===== src/rtl/cp0_intr_ctrl.sv =====
// CP0 Status/Cause/EPC registers and an N-line edge-triggered interrupt controller.
// Line 0 has the highest priority; acknowledge saves EPC, sets EXL and retires the serviced line.
module cp0_intr_ctrl #(
  parameter int N_IRQ   = 4,
  parameter int PC_BITS = 30,
  parameter int ID_BITS = 3
) (
  input  logic               clk,
  input  logic               rst,
  input  logic               w_en,
  input  logic [4:0]         w_req,
  input  logic [31:0]        w_data,
  input  logic [4:0]         r_req,
  output logic [31:0]        r_data,
  input  logic [N_IRQ-1:0]   irq,
  input  logic               intr_ack,
  input  logic [PC_BITS-1:0] ack_pc,
  input  logic               eret,
  output logic               intr_req,
  output logic [ID_BITS-1:0] intr_id,
  output logic [PC_BITS-1:0] epc,
  output logic               intr_en,
  output logic [N_IRQ-1:0]   intr_mask
);

  localparam logic [4:0] REG_STATUS = 5'd12;
  localparam logic [4:0] REG_CAUSE  = 5'd13;
  localparam logic [4:0] REG_EPC    = 5'd14;

  logic               status_ie;
  logic               status_exl;
  logic [N_IRQ-1:0]   status_im;
  logic [N_IRQ-1:0]   pending;
  logic [N_IRQ-1:0]   irq_prev;
  logic [PC_BITS-1:0] epc_q;

  logic [N_IRQ-1:0]   act;
  logic [N_IRQ-1:0]   irq_rise;
  logic [N_IRQ-1:0]   clr_mask;
  logic [ID_BITS-1:0] id_sel;
  logic               ack_fire;
  logic               status_wr;
  logic               epc_wr;
  logic               unused_w_data;

  assign act       = pending & status_im;
  assign irq_rise  = irq & ~irq_prev;
  assign intr_req  = status_ie & ~status_exl & (|act);
  assign ack_fire  = intr_ack & intr_req;
  assign status_wr = w_en && (w_req == REG_STATUS);
  assign epc_wr    = w_en && (w_req == REG_EPC);

  assign intr_id   = id_sel;
  assign epc       = epc_q;
  assign intr_en   = status_ie;
  assign intr_mask = status_im;

  // Only some w_data bits land in registers; reference the whole bus once.
  assign unused_w_data = ^w_data;

  // Scan from the top down so the lowest active index wins.
  always_comb begin
    id_sel = '0;
    for (int i = N_IRQ - 1; i >= 0; i--) begin
      if (act[i]) id_sel = ID_BITS'(i);
    end
  end

  always_comb begin
    clr_mask = '0;
    for (int i = 0; i < N_IRQ; i++) begin
      clr_mask[i] = ack_fire && (id_sel == ID_BITS'(i));
    end
  end

  // A new edge on the serviced line wins over its clear, so the OR comes last.
  always_ff @(posedge clk or posedge rst) begin
    if (rst) begin
      status_ie  <= 1'b0;
      status_exl <= 1'b0;
      status_im  <= '0;
      pending    <= '0;
      irq_prev   <= '0;
      epc_q      <= '0;
    end else begin
      irq_prev <= irq;
      pending  <= (pending & ~clr_mask) | irq_rise;

      if (status_wr) begin
        status_ie <= w_data[0];
        status_im <= w_data[8 +: N_IRQ];
      end

      if (ack_fire)       status_exl <= 1'b1;
      else if (eret)      status_exl <= 1'b0;
      else if (status_wr) status_exl <= w_data[1];

      if (ack_fire)    epc_q <= ack_pc;
      else if (epc_wr) epc_q <= w_data[PC_BITS-1:0];
    end
  end

  always_comb begin
    r_data = 32'h0;
    case (r_req)
      REG_STATUS: begin
        r_data[0]          = status_ie;
        r_data[1]          = status_exl;
        r_data[8 +: N_IRQ] = status_im;
      end
      REG_CAUSE: r_data[8 +: N_IRQ]   = pending;
      REG_EPC:   r_data[PC_BITS-1:0]  = epc_q;
      default:   r_data = 32'h0;
    endcase
  end

endmodule


===== config.mk =====
export PLATFORM = sky130hd
export DESIGN_NAME = cp0_intr_ctrl
export DESIGN_NICKNAME = d
export VERILOG_FILES = /design/src/rtl/cp0_intr_ctrl.sv
export SDC_FILE = /design/constraint.sdc
export NUM_CORES = 1
export LEC_CHECK = 0
export ABC_AREA = 0
export ABC_CLOCK_PERIOD_IN_PS = 3100
export CORE_MARGIN = 1.5
export CORE_UTILIZATION = 39
export DETAILED_ROUTE_END_ITERATION = 8
export PLACE_DENSITY = 0.86
export SYNTH_ARGS = -nofsm -noshare
export SYNTH_HDL_FRONTEND = slang
export SYNTH_SLANG_ARGS = --single-unit

===== constraint.sdc =====
create_clock -name clk -period 3.1 [get_ports clk]
set_input_delay 0.93 -clock clk [delete_from_list [all_inputs] [get_ports clk]]
set_output_delay 0.93 -clock clk [all_outputs]
set_load 0.02 [all_outputs]

==> results.cfg, run 1 <==
[critical_path]
critPathLaunchType = input port
crit_path_max_fanout = 8
cp_data_arrival_time_ns = 2.16
worst-endpoint-required_ns = 2.17
r2r-start = intr_mask[2]
critical_path_class = input port to output port
type_of_destination_of_the_critical_path = output port
timing.critical_path.from = r_req[4]

[timing]
final-max-slew-violation-count = 0
finalHoldViolCount = 0
unrepaired_setup_endpoints_after_global_routing = true
maxClockFrequency_mhz = 324
worst_clock_skew_ns = 0.00655
timing_worst_slew_pin_value_ns = 0.564
relSlewSlack_pct = 62.3
final_period_minus_worst_setup_slack_ns = 3.09
final.setup.worst_slack_ns = 0.0128
fin_crit_sh_pct = 99.6
setup-violations-final = 0

[die]
die-height_um = 80.6
fp-row-count = 28
ios = 152
design.die.area_sq_um = 6500
die_w_um = 80.6
coreArea_sq_um = 5850
initial_utilization_pct = 40.1

[worst_hold_path]
worst_hold_path_type = register to register
hold_start = irq_prev[0]

[cells_and_area]
final_stage_net_count = 464
layout.cells.most_common = clkdlybuf4s50_1
final_cell_mix = clkdlybuf4s50_1, dfrtp_1, nand2_1
area.sequential_sq_um = 1100
filler_cell_count = 447
area_used_by_multi_input_combinational_logic_sq_um = 1170
drive_gt1_share_pct = 19.3
syn2layout_area_growth_pct = 73.9
num_antenna_cells = 0

[global_route]
grt_start_max_net_pins = 34
vias_in_the_first_global_route = 2327
grt_first_pass_wirelength_um = 11400
grtUsageTotal_pct = 23.3
grt_remaining_overflow = 0
grt_antenna_before_repair = 1

[placed_design]
dpl.hpwl_um = 5110
io_buffer_count = 146
dp_slack_ns = -0.640
gp_routability_congestion = 0.774

[detailed_routing]
met2RoutedLength_um = 3820
routed-wl-met3_um = 475
routed_wl_um = 7330
drt_first_iter_violations = 78
drc_errors = 0
detail_route.first_pass.iterations = 4
highest-signal-layer = met4
met1_length_um = 2930
ant_nets = 0
routed_via_density = 4.99
wirelength_per_cell_um = 16.0
detailroute.via_count = 2291

[run_status]
run_status = finished, final reports clean

[power_and_ir_drop]
post-layout-total-power_mw = 2.68
power_density_nw_per_um2 = 656
leakage_nw = 1.72
ir_drop_worst_vdd_uv = 407

[cts]
clock-root-buffer = clkbuf_8
cts_num_sinks = 44
cts.hold.buffers_added = 0
cts_tree = done
insertion_delay_ns = 0.29
h_tree_lvl_count = 2
cts_buffers = 5
cts.path.max_buffers = 2
clkSlewWorstSetupHoldPaths_ns = 0.08

[logic_synthesis]
yosys_warnings = 0
mappedNetlistArea_sq_um = 2350
synth_seq_cells = 44
netlist_instances = 232
yosysUniqueCellTypes = 28
synthesis.area_per_instance_sq_um = 10.1
synth.yosys.seq_area_share_pct = 46.9

[flow_run]
maxCapViolations = 0
-- layout make-up --
class	count	share of cell area (%)
Timing Repair Buffer	159	38.8
Multi-Input combinational cell	167	28.7
Sequential cell	44	27.0
Tap cell	75	2.30
Clock buffer	5	1.68
Clock inverter	3	1.04
Inverter	6	0.551
-- routing by layer --
metal | global-route usage [%] | vias up
met3 | 6.14 | 13
met5 | 0 | -
met1 | 27.7 | 1095
met2 | 41.3 | 95
li1 | - | 1088
met4 | 6.38 | 0
-- critical path: stages --
cell             delay, ns
clkdlybuf4s15_1       0.22
nor4b_4               0.32
buf_4                 0.17
bufbuf_16             0.26
and2_1                0.14
buf_6                 0.11
-- cell families (layout without fill, tap and decap cells) --
kind of cell / Yosys count / count (layout) / share of synthesized area [%]
other: 1 / 3 / 0.160
AO/OA/AOI/OAI: 50 / 50 / 12.1
buffers and inverters: 23 / 173 / 5.86
multiplexers: 40 / 40 / 18.1
flip-flops: 44 / 44 / 46.9
AND/OR/NAND/NOR: 74 / 74 / 16.9
-- cells in the mapped netlist --
library cell  count  area share, %
buf_2             6            1.3
o21bai_1          1           0.32
nand2b_1          1           0.27
nand3b_1          1           0.32
mux2i_1          35             15
and2_1           24            6.4
nand2_1          39            6.2
conb_1            1           0.16
nor2_1            3           0.48
or3_1             2           0.53
nor4b_2           1           0.64
dfrtp_1          44             47
a22o_1            5            1.9
a32oi_1           1           0.37
buf_6             4            1.9
buf_4             3           0.96
mux2_4            5            3.2
clkbuf_1          2           0.32
inv_1             6           0.96
nor3b_4           1           0.80
o21ai_0           8            1.7
a21oi_2           1           0.37
a21oi_1           2           0.43
clkbuf_2          2           0.43
a22oi_1           2           0.64
nand4b_4          1            1.0
o21ai_1          30            6.4
nand3_1           1           0.21
-- where the power goes --
group / leakage, nW / internal [mW] / switching [mW]
sequential: 0.532 / 0.796 / 0.199
combinational: 1.13 / 0.651 / 0.605
clock: 0.0541 / 0.238 / 0.192
total: 1.72 / 1.68 / 0.996
-- per-stage QoR --
step / std cells / utilization [%] / hold slack [ns] / area [sq um] / TNS (ns)
6_report: 459 / 69.8 / 0.426 / 4090 / 0
5_1_grt: 459 / 69.8 / 0.447 / 4090 / -0.298
3_5_place_dp: 446 / 66.6 / 0.421 / 3900 / -16.81
2_1_floorplan: 234 / - / 0.400 / 2360 / 0
4_1_cts: 461 / 69.2 / 0.431 / 4050 / 0
3_3_place_gp: 446 / 66.6 / 0.409 / 3900 / -16.26
-- sequential cells by signal (all words and copies together), names as in the netlist --
name	flops
epc	30
pending	4
intr_en	1
intr_mask	4
status_exl	1
irq_prev	4
-- path summary, 6_finish.rpt --
check | endpoint | slack [ns] | cells after the start
min in group asynchronous | epc[19] | 1.01 | 2
max in group asynchronous | epc[22] | 1.44 | 3
worst min-delay path | pending[0] | 0.43 | 1
worst max-delay path | r_data[23] | 0.01 | 6
worst min register to register | pending[0] | 0.43 | 1
worst max register to register | epc[28] | 1.55 | 5
-- repair_timing --
action | in CTS | in global routing
resized for setup | 151 | 33
endpoints found under the setup margin | 30 | 28
cloned | 3 | 0
pin swaps | 3 | 0
setup buffers | 4 | 0
(Power assumes the default switching activity.)
==> run 2, diff against run 1 <==
- SKIP_LAST_GASP: default -> 1
==> run 2 against run 1 <==
- the flow now finishes with violations (negative setup slack)
- first-iteration DRC count shrank 26%
- wire length is essentially flat
- critical path depth is the same
- via count shrank 0.65%
- die area is the same
- final area shrank 0.28%
- global-route usage is the same
- hold slack gained 0.0018 ns
- final cell count is the same
- core utilization shrank 0.19 points
- count of clock-buffer cells in the layout is the same
- largest cell class unchanged
- largest power group unchanged
==> results.cfg, run 2 (synthesis results as in run 1) <==
[cells_and_area]
largest_register_ffs = 30
final_cell_mix = clkdlybuf4s50_1, dfrtp_1, nand2_1
drive_gt1_share_pct = 18.8
layout.cells.most_common = clkdlybuf4s50_1
filler_cell_count = 447
final_stage_net_count = 464
syn2layout_area_growth_pct = 73.5
num_antenna_cells = 0
finished_core_util_pct = 69.6

[detailed_routing]
wirelength_per_cell_um = 16.0
routed-wl-met3_um = 474
drc_errors = 0
highest-signal-layer = met4
detail_route.first_pass.iterations = 4
met2RoutedLength_um = 3800
drt_first_iter_violations = 58
routed_via_density = 4.96
detailroute.via_count = 2276
routed_wl_um = 7330
met1_length_um = 2940
ant_nets = 0

[timing]
final.setup.worst_slack_ns = -0.00215
final-max-slew-violation-count = 0
timing.hold.ws_ns = 0.427
maxClockFrequency_mhz = 322
worst_clock_skew_ns = 0.00666
fin_crit_sh_pct = 100
finalHoldViolCount = 0
setup-tns-final_ns = -0.00215
setup-violations-final = 1
final_period_minus_worst_setup_slack_ns = 3.10
relSlewSlack_pct = 62.3
unrepaired_setup_endpoints_after_global_routing = true
timing_worst_slew_pin_value_ns = 0.565

[cts]
clkSlewWorstSetupHoldPaths_ns = 0.08
cts_num_sinks = 44
cts_tree = done
cts.path.max_buffers = 2
h_tree_lvl_count = 2
cts.hold.buffers_added = 0
cts_buffers = 5
insertion_delay_ns = 0.29
clock-root-buffer = clkbuf_8

[die]
fp-row-count = 28
initial_utilization_pct = 40.1
coreArea_sq_um = 5850
design.die.area_sq_um = 6500
die_w_um = 80.6
ios = 152
die-height_um = 80.6

[power_and_ir_drop]
power_density_nw_per_um2 = 658
pwr-share-comb_pct = 46.8
internal_power_mw = 1.68
clock_power_share_pct = 16.1
leakage_nw = 1.72
power.switching_mw = 0.995
post-layout-total-power_mw = 2.68
switching_share_pct = 37.1
ir_drop_worst_vdd_uv = 407
pwr-share-seq_pct = 37.1

[critical_path]
r2r_setup_slack_ns = 1.55
crit_path_max_fanout = 8
reg2reg_depth = 5
worst-endpoint-required_ns = 2.17
type_of_destination_of_the_critical_path = output port
rr_endpoint = epc[28]
critical_path_class = input port to output port
r2r-start = intr_mask[2]
endpoint = r_data[6]
cp_data_arrival_time_ns = 2.17
critPathLaunchType = input port
timing.critical_path.from = r_req[4]

[global_route]
grt_antenna_before_repair = 1
vias_in_the_first_global_route = 2327
grt_remaining_overflow = 0
grtUsageTotal_pct = 23.3
grt_first_pass_wirelength_um = 11400
grt_start_max_net_pins = 34

[placed_design]
io_buffer_count = 146
gp_routability_congestion = 0.774
dpl.hpwl_um = 5110

[worst_hold_path]
worst_hold_path_type = register to register

[run_status]
failed_checks = negative setup slack
run_status = finished with violations

[flow_run]
maxCapViolations = 0
-- run 2: layout make-up --
| class | count | area (sq um) | area share [%] |
|---|---|---|---|
| Tap cell | 75 | 93.8 | 2.30 |
| Sequential cell | 44 | 1100 | 27.0 |
| Multi-Input combinational cell | 167 | 1170 | 28.6 |
| Clock inverter | 3 | 42.5 | 1.04 |
| Clock buffer | 5 | 68.8 | 1.69 |
| Inverter | 6 | 22.5 | 0.553 |
| Timing Repair Buffer | 159 | 1580 | 38.8 |
-- run 2: how the worst min path moves through the flow --
stage / from / endpoint / cells after the start
6_report: irq_prev[0] / pending[0] / 1
5_1_grt: irq_prev[0] / pending[0] / 1
4_1_cts: irq_prev[0] / pending[0] / 1
3_5_place_dp: irq_prev[0] / pending[0] / 1
3_3_place_gp: irq_prev[0] / pending[0] / 1
2_1_floorplan: irq_prev[0] / pending[0] / 1
-- run 2: worst max-delay path, cell delays in order --
cell,delay (ns)
clkdlybuf4s15_1,0.22
nor4b_4,0.32
buf_4,0.17
bufbuf_16,0.26
and2_1,0.12
buf_2,0.15
-- run 2: power groups by stage --
stage | Clock (mW) | Combinational [mW] | Sequential [mW]
6_report | 0.431 | 1.25 | 0.993
5_1_grt | 0.474 | 1.34 | 1.03
4_1_cts | 0.444 | 1.26 | 0.994
3_5_place_dp | 0 | 1.26 | 0.995
3_3_place_gp | 0 | 1.23 | 0.987
2_1_floorplan | 0 | 0.355 | 1.21
-- run 2: timing repair --
item,in CTS,in global routing
endpoints found under the setup margin,30,28
pin swaps,3,0
gates resized for setup,151,29
setup buffers,4,0
gates cloned,3,0
-- run 2: through the flow --
stage	cells	cell area, sq um	setup WS [ns]
after global placement	446	3900	-0.610
after CTS	461	4050	0.0301
after global routing	459	4070	-0.0649
final	459	4070	-0.00215
after detailed placement	446	3900	-0.640
after floorplan	234	2360	0.257
-- run 2: per-layer routing --
metal / track usage, % / vias up
met5: 0 / -
met4: 6.38 / 0
li1: - / 1089
met2: 41.3 / 93
met1: 27.7 / 1081
met3: 6.14 / 13
==> run 3, diff against run 2 <==
- CAP_MARGIN: default -> 20
- SLEW_MARGIN: default -> 20
==> results of run 3 <==
Same layout as run 2: the final DEF is identical, and so are final timing and power.
